**src/rtl/r2sdf_seq_ctrl_if.sv**
```systemverilog
// rtl/r2sdf_seq_ctrl_if.sv - source handshake and stage-control bundle of the R2SDF sequencer
// The master side is the sample source / stage chain; the slave side is the sequencer.
interface r2sdf_seq_ctrl_if #(
  parameter int N = 3
);
  logic                 in_valid;
  logic                 in_sof;
  logic                 in_ready;
  logic                 flush;
  logic                 en;
  logic                 zero_pad;
  logic [N-1:0]         stage_sel;
  logic [N*(N-1)-1:0]   tw_addr;
  logic                 out_valid;
  logic                 out_sof;
  logic                 busy;
  logic                 sof_err;

  modport master (
    output in_valid, in_sof, flush,
    input  in_ready, en, zero_pad, stage_sel, tw_addr,
    input  out_valid, out_sof, busy, sof_err
  );

  modport slave (
    input  in_valid, in_sof, flush,
    output in_ready, en, zero_pad, stage_sel, tw_addr,
    output out_valid, out_sof, busy, sof_err
  );
endinterface

```
**src/rtl/r2sdf_seq_ctrl.sv**
```systemverilog
// rtl/r2sdf_seq_ctrl.sv - frame sequencer for an N-stage radix-2 SDF FFT pipeline
// Derives every stage's phase select and twiddle address from one sample index k.
module r2sdf_seq_ctrl #(
  parameter int N = 3
) (
  input  logic             clk,
  input  logic             rst_n,
  r2sdf_seq_ctrl_if.slave  bus
);
  localparam int TW  = N - 1;
  localparam int TWW = N * (N - 1);

  localparam logic [1:0] S_IDLE  = 2'd0;
  localparam logic [1:0] S_RUN   = 2'd1;
  localparam logic [1:0] S_DRAIN = 2'd2;

  localparam logic [N-1:0] K_LAST = '1;
  localparam logic [N-1:0] K_PEN  = K_LAST - N'(1);

  logic [1:0]     state_q, state_d;
  logic [N-1:0]   k_q, k_d;
  logic           primed_q, primed_d;
  logic           crossed_q, crossed_d;
  logic           en_q, en_d;
  logic           zero_pad_q, zero_pad_d;
  logic [N-1:0]   stage_sel_q, stage_sel_d;
  logic [TWW-1:0] tw_addr_q, tw_addr_d;
  logic           out_valid_q, out_valid_d;
  logic           out_sof_q, out_sof_d;
  logic           busy_q, busy_d;
  logic           sof_err_q, sof_err_d;

  logic           in_ready;
  logic           accept;
  logic           issue;
  logic           pad;
  logic [N-1:0]   idx;
  logic           primed_eff;

  // Stage n twiddles only in its butterfly half; the low index bits are scaled by 2^(n-1).
  function automatic logic [TW-1:0] tw_field(input logic [N-1:0] k, input int n);
    logic [N-1:0] low;
    low = k & ((N'(1) << (N - n)) - N'(1));
    low = low << (n - 1);
    return k[N-n] ? low[TW-1:0] : '0;
  endfunction

  assign in_ready = (state_q != S_DRAIN);
  assign accept   = bus.in_valid & in_ready;

  always_comb begin
    state_d     = state_q;
    k_d         = k_q;
    primed_d    = primed_q;
    crossed_d   = crossed_q;
    issue       = 1'b0;
    pad         = 1'b0;
    idx         = k_q;
    primed_eff  = primed_q;
    sof_err_d   = 1'b0;

    case (state_q)
      S_IDLE: begin
        if (accept && bus.in_sof) begin
          issue      = 1'b1;
          idx        = '0;
          primed_eff = 1'b0;
          state_d    = S_RUN;
        end
      end
      S_RUN: begin
        // A valid sample wins over flush; flush is looked at again next cycle.
        if (accept) begin
          issue = 1'b1;
          if (bus.in_sof) begin
            idx = '0;
            if (k_q != '0) begin
              sof_err_d  = 1'b1;
              primed_eff = 1'b0;
            end
          end
        end else if (bus.flush) begin
          state_d   = S_DRAIN;
          crossed_d = (k_q == '0);
        end
      end
      S_DRAIN: begin
        issue = 1'b1;
        pad   = 1'b1;
        if (k_q == K_LAST) begin
          crossed_d = 1'b1;
        end
        if (k_q == K_PEN && crossed_q) begin
          state_d = S_IDLE;
        end
      end
      default: begin
        state_d = S_IDLE;
      end
    endcase

    if (issue) begin
      k_d      = idx + N'(1);
      primed_d = primed_eff | (idx == K_LAST);
    end
    if (state_d == S_IDLE) begin
      k_d       = '0;
      primed_d  = 1'b0;
      crossed_d = 1'b0;
    end

    en_d        = issue;
    zero_pad_d  = pad;
    out_valid_d = issue & (primed_eff | (idx == K_LAST));
    out_sof_d   = issue & (idx == K_LAST);
    busy_d      = (state_d != S_IDLE);

    // Stage controls hold their last value through input gaps.
    stage_sel_d = stage_sel_q;
    tw_addr_d   = tw_addr_q;
    if (issue) begin
      for (int n = 1; n <= N; n++) begin
        stage_sel_d[n-1]            = idx[N-n];
        tw_addr_d[(n-1)*TW +: TW]   = tw_field(idx, n);
      end
    end
  end

  always_ff @(posedge clk or negedge rst_n) begin
    if (!rst_n) begin
      state_q     <= S_IDLE;
      k_q         <= '0;
      primed_q    <= 1'b0;
      crossed_q   <= 1'b0;
      en_q        <= 1'b0;
      zero_pad_q  <= 1'b0;
      stage_sel_q <= '0;
      tw_addr_q   <= '0;
      out_valid_q <= 1'b0;
      out_sof_q   <= 1'b0;
      busy_q      <= 1'b0;
      sof_err_q   <= 1'b0;
    end else begin
      state_q     <= state_d;
      k_q         <= k_d;
      primed_q    <= primed_d;
      crossed_q   <= crossed_d;
      en_q        <= en_d;
      zero_pad_q  <= zero_pad_d;
      stage_sel_q <= stage_sel_d;
      tw_addr_q   <= tw_addr_d;
      out_valid_q <= out_valid_d;
      out_sof_q   <= out_sof_d;
      busy_q      <= busy_d;
      sof_err_q   <= sof_err_d;
    end
  end

  assign bus.in_ready  = in_ready;
  assign bus.en        = en_q;
  assign bus.zero_pad  = zero_pad_q;
  assign bus.stage_sel = stage_sel_q;
  assign bus.tw_addr   = tw_addr_q;
  assign bus.out_valid = out_valid_q;
  assign bus.out_sof   = out_sof_q;
  assign bus.busy      = busy_q;
  assign bus.sof_err   = sof_err_q;
endmodule

```
**src/flat_wrapper.sv**
```systemverilog
// flat-port wrapper written by rule: the top's interface ports become plain ports
module r2sdf_seq_ctrl_flat 
#(
  parameter int N = 3
)
  (clk, rst_n, bus_in_valid, bus_in_sof, bus_flush, bus_in_ready, bus_en, bus_zero_pad, bus_stage_sel, bus_tw_addr, bus_out_valid, bus_out_sof, bus_busy, bus_sof_err);
  r2sdf_seq_ctrl_if #(.N(N)) bus_i ();
  input  logic clk;
  input  logic rst_n;
  input wire logic [$bits(bus_i.in_valid)-1:0] bus_in_valid;
  input wire logic [$bits(bus_i.in_sof)-1:0] bus_in_sof;
  input wire logic [$bits(bus_i.flush)-1:0] bus_flush;
  output wire logic [$bits(bus_i.in_ready)-1:0] bus_in_ready;
  output wire logic [$bits(bus_i.en)-1:0] bus_en;
  output wire logic [$bits(bus_i.zero_pad)-1:0] bus_zero_pad;
  output wire logic [$bits(bus_i.stage_sel)-1:0] bus_stage_sel;
  output wire logic [$bits(bus_i.tw_addr)-1:0] bus_tw_addr;
  output wire logic [$bits(bus_i.out_valid)-1:0] bus_out_valid;
  output wire logic [$bits(bus_i.out_sof)-1:0] bus_out_sof;
  output wire logic [$bits(bus_i.busy)-1:0] bus_busy;
  output wire logic [$bits(bus_i.sof_err)-1:0] bus_sof_err;
  assign bus_i.in_valid = bus_in_valid;
  assign bus_i.in_sof = bus_in_sof;
  assign bus_i.flush = bus_flush;
  assign bus_in_ready = bus_i.in_ready;
  assign bus_en = bus_i.en;
  assign bus_zero_pad = bus_i.zero_pad;
  assign bus_stage_sel = bus_i.stage_sel;
  assign bus_tw_addr = bus_i.tw_addr;
  assign bus_out_valid = bus_i.out_valid;
  assign bus_out_sof = bus_i.out_sof;
  assign bus_busy = bus_i.busy;
  assign bus_sof_err = bus_i.sof_err;
  r2sdf_seq_ctrl #(.N(N)) u_core (.clk(clk), .rst_n(rst_n), .bus(bus_i));
endmodule
```
**config.mk**
```make
export PLATFORM = sky130hd
export DESIGN_NAME = r2sdf_seq_ctrl_flat
export DESIGN_NICKNAME = d
export VERILOG_FILES = /design/src/rtl/r2sdf_seq_ctrl_if.sv /design/src/rtl/r2sdf_seq_ctrl.sv /design/src/flat_wrapper.sv
export SDC_FILE = /design/constraint.sdc
export NUM_CORES = 1
export LEC_CHECK = 0
export CELL_PAD_IN_SITES_DETAIL_PLACEMENT = 1
export CELL_PAD_IN_SITES_GLOBAL_PLACEMENT = 1
export CORE_MARGIN = 3
export CORE_UTILIZATION = 36
export DETAILED_ROUTE_END_ITERATION = 10
export PLACE_DENSITY = 0.79
export SETUP_SLACK_MARGIN = 0.1
export SLEW_MARGIN = 10
export SYNTH_ARGS = -nofsm -noshare
export SYNTH_HDL_FRONTEND = slang
export SYNTH_SLANG_ARGS = --single-unit
```
**constraint.sdc**
```tcl
create_clock -name clk -period 1.9 [get_ports clk]
set_input_delay 0.285 -clock clk [delete_from_list [all_inputs] [get_ports clk]]
set_output_delay 0.285 -clock clk [all_outputs]
set_load 0.01 [all_outputs]
```
==> run metrics <==
outcome completed; Syn Std Cell Area about 830 µm²; most frequent cells in the layout 19 x dfrtp_1, 15 x clkdlybuf4s50_1, 9 x buf_4; routability cong. 0.700; Finish-stage setup viols 0; CP endpoint kind flip-flop; CORE AREA 2080 µm²; IO Port Bufs 17; Total Die Area 2930 µm²; Synth-to-Final Area Change 35.4%; Max stage delay on crit path roughly 0.44 ns; Finished Core Util 54.2%; first-pass GRT wire length 2800 µm; CTS tree done; Final Non-Filler Cells between 100 and 150; num rows 16; Post-synth top flop dfrtp_1; post-synthesis simple-gate area fraction between 10% and 20%; Clock Tree Root clkbuf_4; Fmax between 0.5 and 0.6 GHz; CTS sink count 19; multiplexer area fraction after synthesis about 6.3%; Seq/Total Area, Yosys a little under three fifths; largest net degree at the start of global routing 20; die height between 50 and 60 µm; Hold WS between 0.3 and 0.4 ns; worst path cell trace nand3b_1 > and2_4 > ha_1 > ha_1 > and2_1 > o21a_1; unrepaired setup endpoints after global routing no; share of layout cells above drive strength 1 about 22%; Synth warnings 0; vias in the first global route 605; initial antenna violation count 0; maxcap violations 0; Slew Limit Fails 0; Die W 54.1 µm; Crit path top cell by count ha_1; # diodes 0; Post-Syn Instances between 70 and 80; crit path max-delay cell type dfrtp_1; total grt overflow 0; Post-Place Cells about 120; most common cell after layout, fill and taps aside dfrtp_1; Compound-Gate Fraction of Synth Area between 10% and 20%; peak supply drop 0.605 mV; Synth Area per Inst between 10 and 15 µm²; Hold Vio Cnt, Final 0; clock transition at the registers of the reported paths around 0.11 ns; global-route usage over all layers a little over an eighth; Synth Register Bits 19; fin nets 110; CP required ~2.1 ns; deepest clock path buffer count 2; Routed Antenna Nets 0; Yosys cell types 28; post-DR wirelength/cell approximately 15 µm; CTS H-Tree Depth 1; worst-skew pair later-pin latency 0.29 ns; Post-Synth Adder-Cell Area roughly 3%; hold_buf cts 0; worst-path fanout max 6; Final Skew roughly 0.0086 ns; Leakage Power around 0.56 nW; number of DRC markers in iteration 0 6; CTS Buf Count 3; number of synthesized flops with an enable pin 0; Worst Setup Start Kind flip-flop; largest family of logic cells by synthesized area simple AND/OR/NAND/NOR gates; Final min period 1.77 ns; Pwr Density 1190 nW/µm²; Starting Density 40.0%; # DRC 0; Setup TNS Final 0 ns; fin crit share slightly above 90%; HP Class in2async; boundary pin count 21; Async S/R FF share, synth 100%; drt first pass iters 4; via count approximately 640; final wirelength 1870 µm; post-detail-place hpwl 1240 µm; Crit Path Class reg2reg; post-synthesis xor/xnor area fraction 0%; number of vias per cell roughly 5; CP arrival 1.96 ns
layer usage:
layer	part of all wire (%)	vias up	GRT usage (%)
li1	-	305	-
met1	44	319	18.1
met2	51	19	21.8
met3	4.5	0	2.49
met4	0	0	3.73
met5	0	-	0
flip-flops by register name (all words and copies together), names as in the netlist:
name and count:
u_core.bus.out_sof 1, u_core.k_q 3, u_core.bus.out_valid 1, u_core.bus.stage_sel 3
u_core.bus.zero_pad 1, u_core.bus.en 1, u_core.crossed_q 1, u_core.state_q 2
u_core.bus.tw_addr 3, u_core.primed_q 1, u_core.bus.sof_err 1, u_core.bus.busy 1
final timing paths:
check | start | end | slack, ns | depth (start not counted)
max | u_core.state_q[1]$_DFF_PN0_ | u_core.primed_q$_DFFE_PN0P_ | 0.13 | 6
min | rst_n | u_core.state_q[1]$_DFF_PN0_ | 0.30 | 2
max reg2reg | u_core.state_q[1]$_DFF_PN0_ | u_core.primed_q$_DFFE_PN0P_ | 0.13 | 6
min reg2reg | u_core.bus.stage_sel[0]$_DFFE_PN0P_ | u_core.bus.stage_sel[0]$_DFFE_PN0P_ | 0.49 | 1
max in group asynchronous | rst_n | u_core.bus.en$_DFF_PN0_ | 1.39 | 2
min in group clk | bus_in_valid | u_core.state_q[0]$_DFF_PN0_ | 0.45 | 3
critical path, delay by kind of cell (launching register included):
kind | cells | cell delay, ns
AOI/OAI and AO/OA | 1 | 0.16
and+or+nand+nor | 3 | 0.66
DFF | 1 | 0.44
adders and majority gates | 2 | 0.41
cells by family after synthesis:
kind of cell | count (synthesis)
muxes | 5
adders and majority gates | 2
and+or+nand+nor | 22
AOI/OAI and AO/OA | 14
DFF | 19
other | 1
buffers and inverters | 10
repair_timing:
item	CTS	global route
setup endpoints to repair	2	2
gates resized for setup	2	2
pin swaps	1	1
setup buffers	3	4
power breakdown:
part / total, mW / internal (mW) / switching, mW / leakage (nW)
combinational: 0.591 / 0.317 / 0.274 / 0.290
clock: 0.200 / 0.0782 / 0.122 / 0.0177
sequential: 0.550 / 0.491 / 0.0589 / 0.256
total: 1.34 / 0.887 / 0.455 / 0.564
layout make-up:
class / count / area, µm²
clock buffers: 3 / 22.5
clock inverters: 1 / 5.00
fillers: 239 / 953
inverters: 6 / 22.5
multi-input cells: 46 / 314
flip-flops and latches: 19 / 475
well taps: 27 / 33.8
repair buffers: 27 / 255
through the flow:
stage          area (µm²)  setup WS, ns  total power [mW]
2_1_floorplan         841         0.272             0.845
3_3_place_gp         1050        -0.136              1.06
5_1_grt              1130        0.0544              1.44
4_1_cts              1090         0.155              1.30
6_report             1130         0.127              1.34
3_5_place_dp         1050        -0.237              1.07
cell usage after synthesis (2+ instances only):
cell type / instances / area (µm²)
mux2_2: 2 / 22.5
dfrtp_1: 19 / 475
nor2_1: 2 / 7.51
buf_4: 3 / 22.5
mux2i_1: 3 / 30.0
and2_1: 5 / 31.3
o21a_1: 3 / 22.5
nand4_1: 2 / 12.5
ha_1: 2 / 25.0
inv_2: 2 / 7.51
inv_1: 4 / 15.0
o21ai_0: 2 / 10.0
o21ai_1: 2 / 10.0
nand2_1: 6 / 22.5
a21oi_1: 3 / 15.0
Note: power is estimated with default switching activity, not from simulation.
